File: src/rtl/counter_seq_pkg.sv
// Shared types and constants for the counter command sequencer.
//   cmd_t   : command encoding carried on req_cmd (CLEAR/LOAD/UP/DOWN)
//   state_t : sequencer FSM states
//   MAX_REQ : largest supported requester count
//   idx_width(): width of an index into n requesters (at least 1 bit)
package counter_seq_pkg;

  localparam int unsigned MAX_REQ = 8;
  localparam int unsigned CMD_W   = 2;

  typedef enum logic [1:0] {
    CMD_CLEAR = 2'b00,
    CMD_LOAD  = 2'b01,
    CMD_UP    = 2'b10,
    CMD_DOWN  = 2'b11
  } cmd_t;

  typedef enum logic {
    ST_IDLE = 1'b0,
    ST_EXEC = 1'b1
  } state_t;

  function automatic int unsigned idx_width(input int unsigned n);
    return (n > 1) ? $clog2(n) : 1;
  endfunction

endpackage

File: src/rtl/rr_arbiter.sv
// Round-robin arbiter: searches valid starting one slot after ptr, wrapping
// modulo N, and reports the first hit.
//   valid   in  N      request vector
//   ptr     in  IDX_W  last granted index
//   grant_c out N      one-hot grant (zero when nothing valid)
//   index_c out IDX_W  index of the granted requester
//   any_c   out 1      at least one request valid
module rr_arbiter
  import counter_seq_pkg::*;
#(
  parameter int unsigned N     = 2,
  parameter int unsigned IDX_W = idx_width(N)
) (
  input  logic [N-1:0]     valid,
  input  logic [IDX_W-1:0] ptr,
  output logic [N-1:0]     grant_c,
  output logic [IDX_W-1:0] index_c,
  output logic             any_c
);

  int unsigned  pos;
  logic [N-1:0] rot;

  // Walk ptr+1, ptr+2, ... ptr+N (mod N); the first valid slot wins.
  always_comb begin
    index_c = '0;
    any_c   = 1'b0;
    pos     = 0;
    rot     = '0;
    for (int unsigned i = 1; i <= N; i++) begin
      pos = (32'(ptr) + i) % N;
      rot = valid >> pos;
      if (!any_c && rot[0]) begin
        any_c   = 1'b1;
        index_c = IDX_W'(pos);
      end
    end
    grant_c = any_c ? (N'(1) << index_c) : '0;
  end

endmodule

File: src/rtl/counter_cmd_sequencer.sv
// Shared up/down counter with a round-robin command sequencer.
// N_REQ requesters plus an internal prescaler tick (auto-count) issue
// CLEAR/LOAD/UP/DOWN commands; one command executes at a time (IDLE grant,
// EXEC update) and status pulses are registered alongside the new count.
// Build option: define COUNT_SAT_EN to make UP/DOWN saturate instead of wrap.
// Ports:
//   sys_clk, reset       clock, synchronous active-high reset
//   enable               allow new grants
//   req_valid/cmd/data   per-requester command interface, req_ready accept pulse
//   autocount            prescaler ticks issue implicit UP commands
//   tick_period          prescaler reload (tick every tick_period+1 cycles)
//   match_value          compare value for evt_match
//   count, busy          counter value, EXEC indicator
//   evt_zero/match/wrap/overrun  one-cycle status pulses
module counter_cmd_sequencer
  import counter_seq_pkg::*;
#(
  parameter int unsigned N_REQ = 2,
  parameter int unsigned WIDTH = 8,
  parameter int unsigned DIV_W = 24
) (
  input  logic                     sys_clk,
  input  logic                     reset,
  input  logic                     enable,
  input  logic [N_REQ-1:0]         req_valid,
  input  logic [CMD_W*N_REQ-1:0]   req_cmd,
  input  logic [WIDTH*N_REQ-1:0]   req_data,
  output logic [N_REQ-1:0]         req_ready,
  input  logic                     autocount,
  input  logic [DIV_W-1:0]         tick_period,
  input  logic [WIDTH-1:0]         match_value,
  output logic [WIDTH-1:0]         count,
  output logic                     busy,
  output logic                     evt_zero,
  output logic                     evt_match,
  output logic                     evt_wrap,
  output logic                     evt_overrun
);

  localparam int unsigned      IDX_W    = idx_width(N_REQ);
  localparam logic [WIDTH-1:0] ALL_ONES = '1;

  state_t             state_q, state_d;
  logic [WIDTH-1:0]   count_q, count_d;
  cmd_t               cmd_q, cmd_d;
  logic [WIDTH-1:0]   data_q, data_d;
  logic [IDX_W-1:0]   rr_ptr_q, rr_ptr_d;
  logic [DIV_W-1:0]   div_q, div_d;
  logic               tick_pend_q, tick_pend_d;
  logic               evt_zero_q, evt_zero_d;
  logic               evt_match_q, evt_match_d;
  logic               evt_wrap_q, evt_wrap_d;
  logic               evt_overrun_q, evt_overrun_d;

  logic               tick_c;
  logic               tick_take_c;
  logic               step_wrap_c;
  logic [WIDTH-1:0]   result_c;
  logic [N_REQ-1:0]   arb_grant_c;
  logic [IDX_W-1:0]   arb_idx_c;
  logic               arb_any_c;

  rr_arbiter #(
    .N     (N_REQ),
    .IDX_W (IDX_W)
  ) u_arb (
    .valid   (req_valid),
    .ptr     (rr_ptr_q),
    .grant_c (arb_grant_c),
    .index_c (arb_idx_c),
    .any_c   (arb_any_c)
  );

  // Prescaler: free-running down-counter, tick on the zero cycle.
  always_comb begin
    tick_c = (div_q == '0);
    div_d  = tick_c ? tick_period : div_q - DIV_W'(1);
  end

  // Sequencer FSM next-state, command latch and result/event evaluation.
  always_comb begin
    state_d     = state_q;
    count_d     = count_q;
    cmd_d       = cmd_q;
    data_d      = data_q;
    rr_ptr_d    = rr_ptr_q;
    req_ready   = '0;
    tick_take_c = 1'b0;
    step_wrap_c = 1'b0;
    result_c    = count_q;
    evt_zero_d  = 1'b0;
    evt_match_d = 1'b0;
    evt_wrap_d  = 1'b0;

    case (state_q)
      ST_IDLE: begin
        if (enable && !reset) begin
          if (arb_any_c) begin
            req_ready = arb_grant_c;
            cmd_d     = cmd_t'(CMD_W'(req_cmd >> (CMD_W * 32'(arb_idx_c))));
            data_d    = WIDTH'(req_data >> (WIDTH * 32'(arb_idx_c)));
            rr_ptr_d  = arb_idx_c;
            state_d   = ST_EXEC;
          end else if (tick_pend_q) begin
            // Auto-count only wins when no external requester is waiting.
            tick_take_c = 1'b1;
            cmd_d       = CMD_UP;
            data_d      = '0;
            state_d     = ST_EXEC;
          end
        end
      end
      ST_EXEC: begin
        case (cmd_q)
          CMD_CLEAR: result_c = '0;
          CMD_LOAD:  result_c = data_q;
          CMD_UP: begin
            step_wrap_c = (count_q == ALL_ONES);
            result_c    = count_q + WIDTH'(1);
          end
          CMD_DOWN: begin
            step_wrap_c = (count_q == '0);
            result_c    = count_q - WIDTH'(1);
          end
          default: result_c = count_q;
        endcase
`ifdef COUNT_SAT_EN
        if (step_wrap_c) begin
          result_c = count_q;
        end
`endif
        count_d     = result_c;
        evt_zero_d  = (result_c == '0);
        evt_match_d = (result_c == match_value);
        evt_wrap_d  = step_wrap_c;
        state_d     = ST_IDLE;
      end
      default: state_d = ST_IDLE;
    endcase
  end

  // Pending auto-count tick; a second tick while one is still pending is dropped.
  always_comb begin
    tick_pend_d   = (tick_pend_q && !tick_take_c) || (tick_c && autocount);
    evt_overrun_d = tick_c && autocount && tick_pend_q && !tick_take_c;
  end

  always_ff @(posedge sys_clk) begin
    if (reset) begin
      state_q       <= ST_IDLE;
      count_q       <= '0;
      cmd_q         <= CMD_CLEAR;
      data_q        <= '0;
      rr_ptr_q      <= IDX_W'(N_REQ - 1);
      div_q         <= tick_period;
      tick_pend_q   <= 1'b0;
      evt_zero_q    <= 1'b0;
      evt_match_q   <= 1'b0;
      evt_wrap_q    <= 1'b0;
      evt_overrun_q <= 1'b0;
    end else begin
      state_q       <= state_d;
      count_q       <= count_d;
      cmd_q         <= cmd_d;
      data_q        <= data_d;
      rr_ptr_q      <= rr_ptr_d;
      div_q         <= div_d;
      tick_pend_q   <= tick_pend_d;
      evt_zero_q    <= evt_zero_d;
      evt_match_q   <= evt_match_d;
      evt_wrap_q    <= evt_wrap_d;
      evt_overrun_q <= evt_overrun_d;
    end
  end

  assign count       = count_q;
  assign busy        = (state_q == ST_EXEC);
  assign evt_zero    = evt_zero_q;
  assign evt_match   = evt_match_q;
  assign evt_wrap    = evt_wrap_q;
  assign evt_overrun = evt_overrun_q;

endmodule

File: config.mk
export PLATFORM = sky130hd
export DESIGN_NAME = counter_cmd_sequencer
export DESIGN_NICKNAME = d
export VERILOG_FILES = /design/src/rtl/counter_seq_pkg.sv /design/src/rtl/rr_arbiter.sv /design/src/rtl/counter_cmd_sequencer.sv
export SDC_FILE = /design/constraint.sdc
export NUM_CORES = 1
export LEC_CHECK = 0
export ABC_AREA = 1
export BUFFER_PORTS_ARGS = -buffer_cell sky130_fd_sc_hd__buf_2
export CAP_MARGIN = 20
export CORE_ASPECT_RATIO = 2
export CORE_MARGIN = 3
export CORE_UTILIZATION = 35
export CTS_CLUSTER_SIZE = 16
export DETAILED_ROUTE_END_ITERATION = 16
export PLACE_DENSITY = 0.54
export SLEW_MARGIN = 15
export SYNTH_ARGS = -nofsm -noshare
export SYNTH_HDL_FRONTEND = slang
export SYNTH_SLANG_ARGS = --single-unit
export TNS_END_PERCENT = 100
File: constraint.sdc
create_clock -name sys_clk -period 5.7 [get_ports sys_clk]
set_input_delay 0.57 -clock sys_clk [delete_from_list [all_inputs] [get_ports sys_clk]]
set_output_delay 0.57 -clock sys_clk [all_outputs]
set_load 0.1 [all_outputs]
==> qor.yml <==
drt_first_pass_iters: 4
syn_area_per_cell_um2: 6.26
maxCapViolations: 0
area_growth_pct: 18.1
power_leakage_uw: 0.00183
vias: 3145
postSynthNetCount: 543
fill_cells: 940
rsz0062_at_grt: "false"
vias_per_cell: 4.89
grt_max_degree: 27
grt_pass1_wl_um: 14400
fp-row-count: 47
ys_ff_latch: 49
start_kind: "flop"
cts_setup_buffers: 0
root_buffer: "clkbuf_16"
grt_usage: 0.189
tritoncts: "done"
cts_buffers: 5
grt_pass1_vias: 3233
antenna_found_initial: 0
yosysSeqAreaShare: 0.326
clock_latency_ns: 0.29
multi_input_area_mm2: 0.00173
worst_ep_arrival_time_ns: 2.75
worstPathCellList: "nand2_4 -> inv_2 -> ha_1 -> inv_1 -> nor3_1 -> nor2_1 -> nand2_2 -> nand3_1 -> nand3_2 -> nand2_2 -> nand2_1 -> nand2_1 -> nand2_1 -> nor2_2"
initial_core_util: 0.361
cts_max_level: 2
synth_async_sr_flop_share: 0
setup_viol: 0
yosysWarnings: 0
hold_buffers: 0
gp_congestion: 0.899
antenna_cells: 0
yosysTopAreaCell: "dfxtp_1"
path_class: "flop to flop"
die_area_mm2: 0.00982
cts_buffer_depth: 2
dpl_cell_area_mm2: 0.00341
drive_gt1_frac: 0.182
ir_worst_vdd_v: 0.000159
synthCells: 481
first_iter_violations: 104
cts_resized: 0
crit_slowest_cell: "dfxtp_1"
hold_viol_final: 0
postRouteAntennaNets: 0
pre_cts_ws_ns: 3.16
syn_area_mm2: 0.00301
fmax_ghz: 0.397
clk_pin_slew_ns: 0.06
post_drt_wl_per_cell_um: 13.7
slew_headroom: 0.469
grt.overflow.total: 0
ys_types: 30
die_h_um: 137
critical_path.most_common_cell: "nand2_1"
io_pins: 73
post-route-min-period_ns: 2.52
hp-class: "flop to flop"
final.setup.worst_slack_ns: 3.18
path_max_fanout: 17
core-area_mm2: 0.00835
nNetsFinal: 607
final_cell_mix: "nand2_1 (117), nor2_1 (74), buf_2 (72)"
maxSlewViolCount: 0
drc: 0
final_common_cell: "nand2_1"
die_w_um: 71.6
post-route-period-util: 0.441
power.density_mw_per_mm2: 248
fin_area_mm2: 0.00355
netlist_top_cells_area: "dfxtp_1 (33%), nand2_1 (15%), nor2_1 (9.2%), inv_1 (7.0%), o21ai_0 (6.5%)"
status: "complete, no violations"
crit_path_end_kind: "flop"
setup_tns_ns: 0
synth_top_area_share: 0.326
cts_sinks: 49
fin_worst_skew_ns: 0.00494
wirelength_um: 8800
cp.required_ns: 5.94
synth-edff-count: 0
cp_slowest_stage_delay_ns: 0.84
dp_hpwl_um: 7370
worstMarginPinSlew_ns: 0.796
synth-main-ff-cell: "dfxtp_1"
regArea_um2: 981
numPortBuffers: 72
-- Yosys cell counts, types with 4 or more instances --
master,number
nand2_1,117
nor2_1,74
inv_1,56
dfxtp_1,49
o21ai_0,39
nand3_1,36
a21oi_1,30
nor3_1,10
nand2_2,7
xor2_1,7
clkbuf_1,6
xnor2_1,6
a31oi_1,5
buf_2,5
ha_1,4
nand3_2,4
-- per-layer routing --
metal	GRT usage	vias to the layer above	share of wire
met4	0.108	0	0.048
met5	0	-	0
li1	-	1659	-
met1	0.163	1391	0.33
met2	0.390	70	0.59
met3	0.0272	25	0.030
-- sequential cells by signal, indices dropped and copies added, names as in the netlist --
register,flops
evt_wrap,1
count,8
cmd_q,2
tick_pend_q,1
rr_ptr_q,1
evt_match,1
div_q,24
evt_overrun,1
evt_zero,1
data_q,8
busy,1
-- worst paths after layout --
check / endpoint / from / slack [ns] / cells after the start
setup / recovery: evt_match / cmd_q[1] / 3.18 / 14
hold / removal: div_q[0] / div_q[0] / 0.46 / 1
setup reg to reg: evt_match / cmd_q[1] / 3.18 / 14
hold reg to reg: div_q[0] / div_q[0] / 0.46 / 1
-- power breakdown --
part	internal [µW]	total, µW	switching (µW)
clock network	173	298	125
registers	370	398	27.9
logic	59.8	184	125
total	603	881	278
-- cells by family after synthesis --
| logic type | Yosys count | synth area share |
|---|---|---|
| compound gates | 78 | 0.133 |
| xor+xnor | 13 | 0.0378 |
| fa+ha+maj | 4 | 0.0166 |
| buf+inv | 73 | 0.101 |
| flops | 49 | 0.326 |
| simple gates | 264 | 0.386 |
-- layout make-up --
type                            instances  share of cell area
Clock buffer                            7              0.0401
Inverter                               57              0.0602
Multi-Input combinational cell        359               0.486
Sequential cell                        49               0.276
Tap cell                               98              0.0345
Timing Repair Buffer                   73               0.103
-- critical path, delay by kind of cell, from the launching register on --
kind,cells,cell delay (ns)
simple gates,11,1.06
flops,1,0.84
fa+ha+maj,1,0.26
buf+inv,2,0.30
-- through the flow --
| stage | total power (µW) | utilization | cells | hold slack [ns] |
|---|---|---|---|---|
| 2_1_floorplan | 537 | - | 481 | 0.425 |
| 3_3_place_gp | 590 | 0.409 | 636 | 0.448 |
| 3_5_place_dp | 591 | 0.409 | 636 | 0.462 |
| 4_1_cts | 895 | 0.426 | 643 | 0.464 |
| 5_1_grt | 934 | 0.426 | 643 | 0.482 |
| 6_report | 881 | 0.426 | 643 | 0.464 |
No activity file was read; power rests on OpenSTA's default activity.
